File: src/rtl/ttseq_pkg.sv
`default_nettype none
// ============================================================================
//  Module      : ttseq_pkg
//  Description : Shared types and constants for the truth-table sequencer:
//                FSM state encoding, settle-counter width, default input count
//                and a helper for sizing the mismatch counter.
//  Revision    : 1.0 - initial release
// ============================================================================
package ttseq_pkg;

    localparam int SETTLE_W     = 4;
    localparam int N_IN_DEFAULT = 3;

    localparam logic [1:0] ST_IDLE   = 2'd0;
    localparam logic [1:0] ST_SETTLE = 2'd1;
    localparam logic [1:0] ST_SAMPLE = 2'd2;
    localparam logic [1:0] ST_DONE   = 2'd3;

    typedef enum logic [1:0] {
        S_IDLE   = ST_IDLE,
        S_SETTLE = ST_SETTLE,
        S_SAMPLE = ST_SAMPLE,
        S_DONE   = ST_DONE
    } state_e;

    // Counter width able to hold every vector mismatching (no wrap).
    function automatic int count_w(input int n_in);
        return $clog2((1 << n_in) + 1);
    endfunction

endpackage
`default_nettype wire

File: src/rtl/truth_table_sequencer_if.sv
`default_nettype none
// ============================================================================
//  Module      : truth_table_sequencer_if
//  Description : Host-side start/done handshake bundle of the sequencer:
//                golden table in, captured table and verdict out.
//  Revision    : 1.0 - initial release
// ============================================================================
interface truth_table_sequencer_if
    import ttseq_pkg::*;
#(
    parameter int N_IN = N_IN_DEFAULT
);
    localparam int NV = 1 << N_IN;
    localparam int CW = count_w(N_IN);

    logic          start;
    logic [NV-1:0] expected;
    logic          busy;
    logic          done;
    logic [NV-1:0] result;
    logic [CW-1:0] mismatch_count;
    logic          pass;

    modport master (
        output start, expected,
        input  busy, done, result, mismatch_count, pass
    );

    modport slave (
        input  start, expected,
        output busy, done, result, mismatch_count, pass
    );

endinterface
`default_nettype wire

File: src/rtl/ttseq_settle_timer.sv
`default_nettype none
// ============================================================================
//  Module      : ttseq_settle_timer
//  Description : 4-bit down-counter timing how long each vector is held.
//                load arms it for SETTLE cycles; expire is high during the
//                last of those cycles.
//  Revision    : 1.0 - initial release
// ============================================================================
module ttseq_settle_timer
    import ttseq_pkg::*;
#(
    parameter int SETTLE = 2
) (
    input  wire logic clk,
    input  wire logic rst_n,
    input  wire logic load,
    input  wire logic en,
    output logic      expire
);

    // Loading SETTLE-1 makes the count reach zero in the SETTLE-th cycle.
    localparam logic [SETTLE_W-1:0] C_LOAD = SETTLE_W'(SETTLE - 1);

    logic [SETTLE_W-1:0] r_cnt;

    // Reload on entry to a new vector, otherwise count down to zero and stop.
    always_ff @(posedge clk or negedge rst_n) begin
        if (!rst_n) begin
            r_cnt <= '0;
        end else if (load) begin
            r_cnt <= C_LOAD;
        end else if (en && (r_cnt != '0)) begin
            r_cnt <= r_cnt - 1'b1;
        end
    end

    assign expire = (r_cnt == '0);

endmodule
`default_nettype wire

File: src/rtl/truth_table_sequencer.sv
`default_nettype none
// ============================================================================
//  Module      : truth_table_sequencer
//  Description : Sweeps a combinational network through all 2**N_IN input
//                vectors, holds each for SETTLE cycles, samples the output
//                and compares it against a latched golden truth table.
//                Build option TTSEQ_STOP_ON_FAIL_EN ends the sweep at the
//                first mismatching vector and leaves it on drive.
//  Revision    : 1.0 - initial release
// ============================================================================
module truth_table_sequencer
    import ttseq_pkg::*;
#(
    parameter int N_IN   = N_IN_DEFAULT,
    parameter int SETTLE = 2
) (
    input  wire logic                clk,
    input  wire logic                rst_n,
    truth_table_sequencer_if.slave   host,
    input  wire logic                sample,
    output logic [N_IN-1:0]          drive
);

    localparam int              NV     = 1 << N_IN;
    localparam int              CW     = count_w(N_IN);
    localparam logic [N_IN-1:0] C_LAST = N_IN'(NV - 1);

    state_e        r_state;
    logic [N_IN-1:0] r_idx;
    logic [NV-1:0] r_exp;
    logic [NV-1:0] r_result;
    logic [CW-1:0] r_mm;
    logic          r_pass;

    logic          w_miss;
    logic          w_last;
    logic          w_stop;
    logic          w_load;
    logic          w_expire;
    logic [CW-1:0] w_mm_next;

    assign w_miss    = (sample != r_exp[r_idx]);
    assign w_last    = (r_idx == C_LAST);
    assign w_mm_next = r_mm + CW'(w_miss);

`ifdef TTSEQ_STOP_ON_FAIL_EN
    assign w_stop = w_last || w_miss;
`else
    assign w_stop = w_last;
`endif

    // The timer is rearmed whenever a fresh vector is about to be applied.
    assign w_load = ((r_state == S_IDLE) && host.start) ||
                    ((r_state == S_SAMPLE) && !w_stop);

    ttseq_settle_timer #(
        .SETTLE (SETTLE)
    ) u_settle_timer (
        .clk    (clk),
        .rst_n  (rst_n),
        .load   (w_load),
        .en     (r_state == S_SETTLE),
        .expire (w_expire)
    );

    // Sweep control: accept start, step vectors, capture samples, report.
    always_ff @(posedge clk or negedge rst_n) begin
        if (!rst_n) begin
            r_state  <= S_IDLE;
            r_idx    <= '0;
            r_exp    <= '0;
            r_result <= '0;
            r_mm     <= '0;
            r_pass   <= 1'b0;
        end else begin
            case (r_state)
                S_IDLE: begin
                    if (host.start) begin
                        r_exp    <= host.expected;
                        r_result <= '0;
                        r_mm     <= '0;
                        r_pass   <= 1'b0;
                        r_idx    <= '0;
                        r_state  <= S_SETTLE;
                    end
                end
                S_SETTLE: begin
                    if (w_expire) begin
                        r_state <= S_SAMPLE;
                    end
                end
                S_SAMPLE: begin
                    r_result[r_idx] <= sample;
                    r_mm            <= w_mm_next;
                    if (w_stop) begin
                        // Verdict uses the count including this sample so it
                        // is already valid while done is high.
                        r_pass  <= (w_mm_next == '0);
                        r_state <= S_DONE;
                    end else begin
                        r_idx   <= r_idx + 1'b1;
                        r_state <= S_SETTLE;
                    end
                end
                S_DONE: begin
                    r_state <= S_IDLE;
                end
                default: begin
                    r_state <= S_IDLE;
                end
            endcase
        end
    end

    assign drive               = r_idx;
    assign host.busy           = (r_state == S_SETTLE) || (r_state == S_SAMPLE);
    assign host.done           = (r_state == S_DONE);
    assign host.result         = r_result;
    assign host.mismatch_count = r_mm;
    assign host.pass           = r_pass;

endmodule
`default_nettype wire
File: src/flat_wrapper.sv
// flat-port wrapper written by rule: the top's interface ports become plain ports
module truth_table_sequencer_flat import ttseq_pkg::*;
#(
    parameter int N_IN   = N_IN_DEFAULT,
    parameter int SETTLE = 2
)
  (clk, rst_n, sample, drive, host_start, host_expected, host_busy, host_done, host_result, host_mismatch_count, host_pass);
  truth_table_sequencer_if #(.N_IN(N_IN)) host_i ();
  input  wire logic clk;
  input  wire logic rst_n;
  input  wire logic sample;
  output logic [N_IN-1:0] drive;
  input wire logic [$bits(host_i.start)-1:0] host_start;
  input wire logic [$bits(host_i.expected)-1:0] host_expected;
  output wire logic [$bits(host_i.busy)-1:0] host_busy;
  output wire logic [$bits(host_i.done)-1:0] host_done;
  output wire logic [$bits(host_i.result)-1:0] host_result;
  output wire logic [$bits(host_i.mismatch_count)-1:0] host_mismatch_count;
  output wire logic [$bits(host_i.pass)-1:0] host_pass;
  assign host_i.start = host_start;
  assign host_i.expected = host_expected;
  assign host_busy = host_i.busy;
  assign host_done = host_i.done;
  assign host_result = host_i.result;
  assign host_mismatch_count = host_i.mismatch_count;
  assign host_pass = host_i.pass;
  truth_table_sequencer #(.N_IN(N_IN), .SETTLE(SETTLE)) u_core (.clk(clk), .rst_n(rst_n), .host(host_i), .sample(sample), .drive(drive));
endmodule
File: config.mk
export PLATFORM = sky130hd
export DESIGN_NAME = truth_table_sequencer_flat
export DESIGN_NICKNAME = d
export VERILOG_FILES = /design/src/rtl/ttseq_pkg.sv /design/src/rtl/truth_table_sequencer_if.sv /design/src/rtl/ttseq_settle_timer.sv /design/src/rtl/truth_table_sequencer.sv /design/src/flat_wrapper.sv
export SDC_FILE = /design/constraint.sdc
export NUM_CORES = 1
export LEC_CHECK = 0
export ABC_AREA = 0
export BUFFER_PORTS_ARGS = -buffer_cell sky130_fd_sc_hd__clkbuf_2
export CAP_MARGIN = 30
export CORE_AREA = 8 8 54 79
export DETAILED_ROUTE_END_ITERATION = 8
export DIE_AREA = 0 0 62 87
export PLACE_DENSITY_LB_ADDON = 0.25
export SYNTH_ARGS = -nofsm -noshare
export SYNTH_HDL_FRONTEND = slang
export SYNTH_SLANG_ARGS = --single-unit
File: constraint.sdc
create_clock -name clk -period 2.89 [get_ports clk]
set_input_delay 0.4335 -clock clk [delete_from_list [all_inputs] [get_ports clk]]
set_output_delay 0.4335 -clock clk [all_outputs]
set_load 0.05 [all_outputs]
==> results of run 1 <==
## critical path, delay by kind of cell (launching register included)
kind                     cells  cell delay [ps]
flip-flops                   1              640
AO/OA/AOI/OAI                3              560
adder cells (fa/ha/maj)      2              510
AND/OR/NAND/NOR              2              320
multiplexers                 1              270
XOR/XNOR                     1              120
## synth_stat cells, types with 2 or more instances
master,n
a211oi_1,2
a21oi_1,7
a22o_1,3
a31oi_1,3
buf_2,5
clkbuf_1,2
dfrtp_1,30
ha_1,10
inv_1,9
mux2_2,8
mux2i_1,5
nand2_1,16
nand2b_1,6
nand3_1,5
nor2_1,7
nor3_1,3
nor3b_1,3
o21a_1,3
o21ai_0,19
o21ai_1,3
xnor2_1,2
xor2_1,2
## power by group
part | internal (uW) | total (uW) | switching, uW
Sequential | 577 | 730 | 153
Combinational | 418 | 1170 | 751
Clock | 183 | 325 | 142
## metrics by stage
| stage | total power [uW] | instance area (sq um) |
|---|---|---|
| 2_1_floorplan | 1650 | 1650 |
| 5_1_grt | 2390 | 1900 |
| 3_5_place_dp | 1910 | 1820 |
| 4_1_cts | 2250 | 1900 |
| 3_3_place_gp | 1850 | 1820 |
| 6_report | 2220 | 1900 |
## final cells by class
cell class,count,share of cell area (%)
multi-input combinational,119,43.2
sequential,30,39.5
timing repair buffer,31,8.43
clock buffer,6,4.34
tap,42,2.76
inverter,9,1.78
## sequential cells by signal, summed over array words and instances (netlist names)
signal / count
u_core.host.pass: 1
u_core.r_exp: 8
u_core.r_state: 2
u_core.host.mismatch_count: 4
u_core.u_settle_timer.r_cnt: 4
u_core.host.result: 8
u_core.drive: 3
## routing by layer
layer | global-route usage, % | wire [um] | vias to the layer above
li1 | - | - | 644
met1 | 16.2 | 1420 | 620
met2 | 24.0 | 1820 | 36
met3 | 4.59 | 241 | 4
met4 | 8.13 | 53 | 0
met5 | 0 | 0 | -
## logic make-up (layout without fill, tap and decap cells)
group,Yosys count,count (layout),share of synthesized area [%]
buf+inv,18,46,4.92
compound gates,44,44,15.8
mux,14,14,9.31
xor+xnor,4,4,2.12
simple gates,47,47,14.8
flops,30,30,45.4
fa+ha+maj,10,10,7.57
## worst max path at each step
| stage | slack, ps | end | cells past startpoint | startpoint |
|---|---|---|---|---|
| 2_1_floorplan | 450 | u_core.host.pass | 10 | u_core.drive[2] |
| 3_3_place_gp | 570 | u_core.host.pass | 9 | u_core.drive[2] |
| 3_5_place_dp | 440 | u_core.host.pass | 9 | u_core.drive[2] |
| 4_1_cts | 380 | u_core.host.pass | 9 | u_core.drive[2] |
| 5_1_grt | 180 | u_core.host.pass | 9 | u_core.drive[2] |
| 6_report | 380 | u_core.host.pass | 9 | u_core.drive[2] |
==> results_dict.tcl, run 1 <==
set metrics [dict create \
    routed_wl_um 3540 \
    avgViaCountPerCell 5.50 \
    die_h_um 87 \
    final_common_cell "dfrtp_1" \
    fin_util_pct 59.0 \
    numCtsBuffers 5 \
    start_kind "register" \
    cpMaxStageDelayCell "dfrtp_1" \
    outcome "complete, no violations" \
    rr_endpoint "u_core.host.pass" \
    synth_area_sq_um 1650 \
    overflow 0 \
    synthTopCellsByArea "dfrtp_1 (45%), ha_1 (7.6%), o21ai_0 (5.8%)" \
    power_leakage_uw 0.000901 \
    grt_pass1_wl_um 6040 \
    timing.rr.start "u_core.drive[2]" \
    place_inst 231 \
    syn_nets 189 \
    ctsHoldBuffers 0 \
    worst_pin_slew_ps 739 \
    period_needed_ps 2510 \
    hold_ws_ps 209 \
    wl_per_cell_um 14.9 \
    setup_violations 0 \
    slew_viol_final 0 \
    cts_root_buffer "clkbuf_8" \
    synth_edf_count 0 \
    async_flop_share_pct 100 \
    synth.distinct_cells 36 \
    seq_area_sq_um 751 \
    drtIter0Drc 48 \
    clockBufferDepth 2 \
    finalCritPeriodShare_pct 87.0 \
    num_rows 26 \
    relSlewSlack_pct 50.7 \
    finalHoldViolations 0 \
    insertion_delay_ps 270 \
    ir_worst_vdd_mv 0.591 \
    portBuffers 29 \
    skew_ps 6.42 \
    antenna_found_initial 0 \
    drt_pass1_iterations 4 \
    grt_pass1_vias 1386 \
    yosys_warnings 0 \
    timing.fmax_ghz 0.398 \
    cpMostUsedCell "ha_1" \
    grt_max_degree 31 \
    worst-setup-path-type "register to register" \
    instances_no_fill 237 \
    crit_path_max_incr_delay_ps 640 \
    ant_nets 0 \
    final_cell_mix "dfrtp_1 (30), clkbuf_2 (29), o21ai_0 (19)" \
    cts.sinks 30 \
    pre_cts_slack_ps 437 \
    end_kind "register" \
    diodes 0 \
    place.gp.congestion 0.846 \
    ys.flop_type "dfrtp_1" \
    vias 1304 \
    drc 0 \
    crit_arrival_ps 2710 \
    ff2ff_setup_slack_ps 380 \
    die_w_um 62 \
    maxCapViolCount 0 \
    place_hpwl_um 2650 \
    syn_inst 167 \
    yosys_register_bits 30 \
    setup_tns_ps 0 \
    grt.total_usage_pct 14.8 \
    core_area_sq_um 3220 \
    path_clk_slew_ps 60 \
    nNetsFinal 218 \
    avgSynthCellArea_sq_um 9.90 \
    cts_tree "done" \
    die_area_sq_um 5390 \
    initial_core_util_pct 51.3 \
    synth_top_area_share_pct 45.4 \
    cts_resized 0 \
    multi_input_area_sq_um 821 \
    synth_top_area_cell "dfrtp_1" \
    cts_setup_buffers 0 \
    power.density_nw_per_um2 1170 \
    syn_to_final_growth_pct 15.0 \
    drive_above_1_share_pct 25.6 \
    r2r_cells 9 \
    nFillCells 277 \
    crit_chain "mux2i_1 > o32ai_1 > a211oi_1 > xnor2_1 > ha_1 > ha_1 > nor3b_1 > nand4_1 > o21ai_0" \
    rsz0062_at_grt "false" \
    cp.required_ps 3080 \
    min_path_type "input pin to async pin" \
    setup_slack_ps 376 \
    cts_max_level 2 \
    synth-seq-area-share_pct 45.4 \
    worst-path-max-fanout 15 \
    io_pins 30 \
]
No activity file was read; power rests on OpenSTA's default activity.
==> run 2: changes to the inputs <==
ABC_AREA = 1   (was 0)
CORE_AREA = 8 8 54 78   (was 8 8 54 79)
DIE_AREA = 0 0 62 86   (was 0 0 62 87)
GPL_ROUTABILITY_DRIVEN = 0   (was not set)
==> run 2 against run 1 <==
Compared with the run above: critical path type unchanged; highest routed layer unchanged; fmax increased by 19%; clock power about the same; clock skew is 1.5 ps lower; flip-flop and latch count stayed put; total power shrank 6.7%; via count up 4.2%; clock-buffer cell count did not move; design area down 1.6%; synthesized cell count up 16%; sequential share of layout area increased by 0.66 points; register-to-register slack better by 400 ps.
==> results_dict.tcl, run 2 <==
set metrics [dict create \
    synthTopCellsByArea "dfrtp_1 (47%), nand2_1 (13%), ha_1 (7.8%)" \
    cp.required_ps 3110 \
    cts_root_buffer "clkbuf_8" \
    synth.distinct_cells 26 \
    cts_resized 0 \
    grt.total_usage_pct 14.6 \
    setup_tns_ps 0 \
    setup_violations 0 \
    finalHoldViolations 0 \
    critPathTopFamily "simple AND/OR/NAND/NOR gates" \
    syn_inst 194 \
    die_h_um 86 \
    syn_to_final_growth_pct 15.9 \
    grt_pass1_vias 1360 \
    timing.fmax_ghz 0.473 \
    r2r_cells 12 \
    hold_ws_ps 204 \
    num_rows 25 \
    ff2ff_setup_slack_ps 780 \
    drt_pass1_iterations 4 \
    rsz0062_at_grt "false" \
    outcome "complete, no violations" \
    cts_tree "done" \
    crit_chain "inv_2 > nand4_1 > nand2_1 > nor2_1 > nand3_1 > nand2_1 > inv_1 > ha_1 > ha_1 > nor3b_1 > nand4_1 > nand2_1" \
    start_kind "register" \
    synth_top_area_share_pct 46.5 \
    rr_endpoint "u_core.host.pass" \
    grt_max_degree 31 \
    ir_worst_vdd_mv 0.543 \
    antenna_found_initial 0 \
    skew_ps 4.89 \
    die_area_sq_um 5330 \
    end_kind "register" \
    synth-seq-area-share_pct 46.5 \
    seq_area_sq_um 751 \
    routed_wl_um 3410 \
    initial_core_util_pct 52.1 \
    die_w_um 62 \
    worst_pin_slew_ps 728 \
    async_flop_share_pct 100 \
    timing.rr.start "u_core.drive[0]" \
    syn_nets 216 \
    wl_per_cell_um 12.8 \
    finalCritPeriodShare_pct 73.2 \
    relSlewSlack_pct 51.5 \
    min_path_type "input pin to async pin" \
    diodes 0 \
    power.density_nw_per_um2 1110 \
    cts_setup_buffers 0 \
    final_common_cell "nand2_1" \
    avgViaCountPerCell 5.11 \
    path_clk_slew_ps 60 \
    crit_buf_inv 2 \
    yosys-top-cells-count "nand2_1 (58), dfrtp_1 (30), nor2_1 (16), o21ai_0 (16), inv_1 (15)" \
    power_leakage_uw 0.00101 \
    numCtsBuffers 5 \
    worst-setup-path-type "register to register" \
    insertion_delay_ps 280 \
    nFillCells 291 \
    cpMostUsedCell "nand2_1" \
    ctsHoldBuffers 0 \
    io_pins 30 \
    place_hpwl_um 2640 \
    period_needed_ps 2110 \
    synth_edf_count 0 \
    yosysMostFrequentCell "nand2_1" \
    ys.flop_type "dfrtp_1" \
    slew_viol_final 0 \
    grt_pass1_wl_um 5890 \
    portBuffers 29 \
    maxCapViolCount 0 \
    avgSynthCellArea_sq_um 8.31 \
    overflow 0 \
    crit_path_max_incr_delay_ps 560 \
    multi_input_area_sq_um 758 \
    cts.sinks 30 \
    cts_max_level 2 \
    drtIter0Drc 41 \
    drc 0 \
    worst-path-max-fanout 11 \
    ant_nets 0 \
    drive_above_1_share_pct 21.7 \
    core_area_sq_um 3100 \
    final_cell_mix "nand2_1 (58), dfrtp_1 (30), clkbuf_2 (29)" \
    clockBufferDepth 2 \
    synth_top_area_cell "dfrtp_1" \
    crit_arrival_ps 2340 \
    yosys_warnings 0 \
    yosys_register_bits 30 \
    synth_area_sq_um 1610 \
    cpMaxStageDelayCell "dfrtp_1" \
    nNetsFinal 249 \
    vias 1359 \
]
[run 2: cell count changes in the layout (fill, tap and decap cells not counted), moves of 4 or more]
| cell | delta |
|---|---|
| nor2_1 | +9 |
| nand2b_1 | -6 |
| mux2i_1 | -5 |
| nand3_1 | +6 |
| inv_1 | +6 |
| nand2_1 | +42 |
| nor2_2 | +4 |
| nand4_1 | +4 |
| mux2_2 | -8 |
[run 2: cell families after synthesis]
kind of cell,after synthesis,synth area share [%]
AND/OR/NAND/NOR,100,26.5
flip-flops,30,46.5
AO/OA/AOI/OAI,29,11.6
buffers and inverters,23,6.44
adder cells (fa/ha/maj),10,7.76
XOR/XNOR,2,1.09
[run 2: cell type report]
class / count / area share [%]
Tap cell: 40 / 2.68
Inverter: 20 / 4.42
Clock buffer: 6 / 4.42
Multi-Input combinational cell: 141 / 40.6
Timing Repair Buffer: 29 / 7.76
Sequential cell: 30 / 40.2
[run 2: report_power, final]
| part | internal (uW) | switching [uW] | total, uW |
|---|---|---|---|
| logic | 315 | 754 | 1070 |
| registers | 559 | 120 | 680 |
| clock network | 183 | 143 | 326 |
[run 2: through the flow]
stage          area (sq um)  worst slack (ps)  util [%]  std cells  total power, uW
3_3_place_gp           1790               798      57.7        260             1740
4_1_cts                1870               759      60.4        266             2100
2_1_floorplan          1610               632         -        194             1550
6_report               1870               775      60.4        266             2070
5_1_grt                1870               515      60.4        266             2250
3_5_place_dp           1790               780      57.7        260             1760
[run 2: worst register-to-register path, cell delays in order, from the launching register on]
cell	delay (ps)
dfrtp_1	560
inv_2	160
nand4_1	110
nand2_1	60
nor2_1	130
nand3_1	80
nand2_1	70
inv_1	40
ha_1	180
ha_1	290
nor3b_1	190
nand4_1	110
nand2_1	70
[run 2: worst max path at each step]
stage / from / endpoint / slack, ps / depth (start not counted)
6_report: u_core.drive[0] / u_core.host.pass / 780 / 12
5_1_grt: u_core.drive[0] / u_core.host.pass / 520 / 12
4_1_cts: u_core.drive[0] / u_core.host.pass / 760 / 12
3_5_place_dp: u_core.drive[0] / u_core.host.pass / 780 / 12
3_3_place_gp: u_core.drive[0] / u_core.host.pass / 800 / 12
2_1_floorplan: u_core.drive[0] / u_core.host.pass / 630 / 13
[run 2: layer usage]
metal	global-route usage (%)	share of wire (%)
met4	6.88	2.1
met3	5.69	6.5
met2	23.7	51
met1	15.6	40
met5	0	0
==> run 3: changes to the inputs <==
CORE_AREA = 8 8 56 82   (was 8 8 54 78)
DIE_AREA = 0 0 64 90   (was 0 0 62 86)
clock period = 1.8 ns   (was 2.89 ns; I/O delays follow)
==> run 3 against run 2 <==
Compared with the run above: first-iteration DRC count is 22% lower; clock skew is 3.3 ps higher; utilization is 1.5 points lower; non-clock buffer count is 11 higher; register-to-register slack worse by 750 ps; sequential power is 63% higher; global-route usage is 1.1 points lower; worst setup slack worse by 750 ps; critical path depth is 1 higher; design area is 9.5% higher; flip-flop and latch count stayed put.
==> results_dict.tcl, run 3 (synthesis results as in run 2) <==
set metrics [dict create \
    outcome "complete, no violations" \
    drt_pass1_iterations 4 \
    place_hpwl_um 2930 \
    fin_util_pct 58.8 \
    final_cell_mix "nand2_1 (58), clkbuf_2 (29), dfrtp_1 (27)" \
    avgViaCountPerCell 4.98 \
    cts_max_level 2 \
    ir_worst_vdd_mv 0.929 \
    power.density_nw_per_um2 1760 \
    period_needed_ps 1770 \
    pre_cts_slack_ps -7.73 \
    overflow 0 \
    grtUsageMet3_pct 4.10 \
    grt_pass1_wl_um 6390 \
    drc 0 \
    relSlewSlack_pct 80.9 \
    insertion_delay_ps 280 \
    worst-setup-path-type "register to register" \
    routed_wl_um 3540 \
    skew_ps 8.17 \
    die_h_um 90 \
    die_w_um 64 \
    timing.fmax_ghz 0.564 \
    antenna_found_initial 0 \
    finalCritPeriodShare_pct 98.5 \
    worst_pin_slew_ps 285 \
    die_area_sq_um 5760 \
    use_met1_pct 13.1 \
    grt_max_degree 12 \
    power_leakage_uw 0.00107 \
    cts_tree "done" \
    worst-path-max-fanout 5 \
    cts_root_buffer "clkbuf_8" \
    wl_per_cell_um 12.6 \
    initial_core_util_pct 46.4 \
    syn_to_final_growth_pct 26.9 \
    numCtsBuffers 5 \
    portBuffers 29 \
    path_clk_slew_ps 70 \
    nNetsFinal 260 \
    min_path_type "input pin to register" \
    start_kind "register" \
    ant_nets 0 \
    rsz0062_at_grt "true" \
    cts.sinks 30 \
    seq_area_sq_um 757 \
    setup_tns_ps 0 \
    grt.total_usage_pct 13.4 \
    grt_busiest_layer "met2" \
    hold_ws_ps 182 \
    slew_viol_final 0 \
    use_met2_pct 24.4 \
    multi_input_area_sq_um 825 \
    diodes 0 \
    ff2ff_setup_slack_ps 30 \
    setup_slack_ps 26.5 \
    clockBufferDepth 2 \
    core_area_sq_um 3480 \
    drive_above_1_share_pct 30.1 \
    maxCapViolCount 0 \
    grt_pass1_vias 1500 \
    final_common_cell "nand2_1" \
    nFillCells 334 \
    io_pins 30 \
    cts_setup_buffers 0 \
    end_kind "register" \
    setup_violations 0 \
    drtIter0Drc 32 \
    vias 1405 \
    crit_arrival_ps 1990 \
    cp.required_ps 2020 \
    num_rows 27 \
    finalHoldViolations 0 \
]
==> run 3: cell count changes in the layout (fill, tap and decap cells not counted), moves of 2 or more <==
cell / before / now
o21ai_1: 0 / 2
nor2_1: 16 / 14
inv_1: 15 / 13
ha_4: 0 / 2
dfrtp_1: 30 / 27
ha_1: 10 / 8
buf_4: 0 / 10
dfrtp_2: 0 / 2
o21ai_0: 16 / 14
==> run 3: area by class of cell <==
class / count / area share [%]
clock buffers: 7 / 4.22
clock inverters: 1 / 0.244
inverters: 20 / 4.40
multi-input cells: 141 / 40.3
flip-flops and latches: 30 / 37.0
well taps: 43 / 2.63
repair buffers: 40 / 11.2
==> run 3: where the power goes <==
part | switching [uW] | total, uW | internal [uW] | leakage (uW)
Combinational | 1280 | 1940 | 665 | 0.000636
Sequential | 202 | 1110 | 903 | 0.000386
Clock | 243 | 551 | 308 | 0.0000482
Total | 1720 | 3600 | 1880 | 0.00107
==> run 3: what timing repair did <==
action	CTS	global route
hold buffers	1	0
gates cloned	0	0
endpoints found under the hold margin	9	0
gates resized for setup	0	4
endpoints found under the setup margin	2	6
pin swaps	1	1
==> run 3: worst paths after layout <==
| check | startpoint | end | cells past startpoint |
|---|---|---|---|
| worst max-delay path | u_core.drive[2] | u_core.host.pass | 13 |
| worst min-delay path | host_expected[0] | u_core.r_exp[0] | 3 |
| worst max register to register | u_core.drive[2] | u_core.host.pass | 13 |
| worst min register to register | u_core.host.result[3] | u_core.host.result[3] | 2 |
| min in group asynchronous | rst_n | u_core.drive[1] | 2 |
| max in group asynchronous | rst_n | u_core.host.result[1] | 3 |
==> run 3: critical path, stage by stage (launching register included) <==
cell	delay (ps)
dfrtp_4	510
inv_4	70
nor2_1	30
nand2_1	50
nor2_1	40
nor2_1	120
nand3_1	90
nand2_1	70
inv_2	40
ha_4	160
ha_4	230
nor3b_2	140
nand4_1	90
nand2_1	70
==> run 3: per-layer routing <==
layer  vias up  share of wire [%]
met3         8                5.3
met5         -                  0
met4         0                2.1
met2        23                 53
li1        718                  -
met1       656                 39
==> run 3: stage by stage <==
step	cells	area, sq um	total power (uW)
global placement	273	1920	3010
finish	282	2050	3600
global route	282	2050	3910
CTS	282	2020	3620
detailed placement	273	1920	3060
floorplan	194	1680	2620
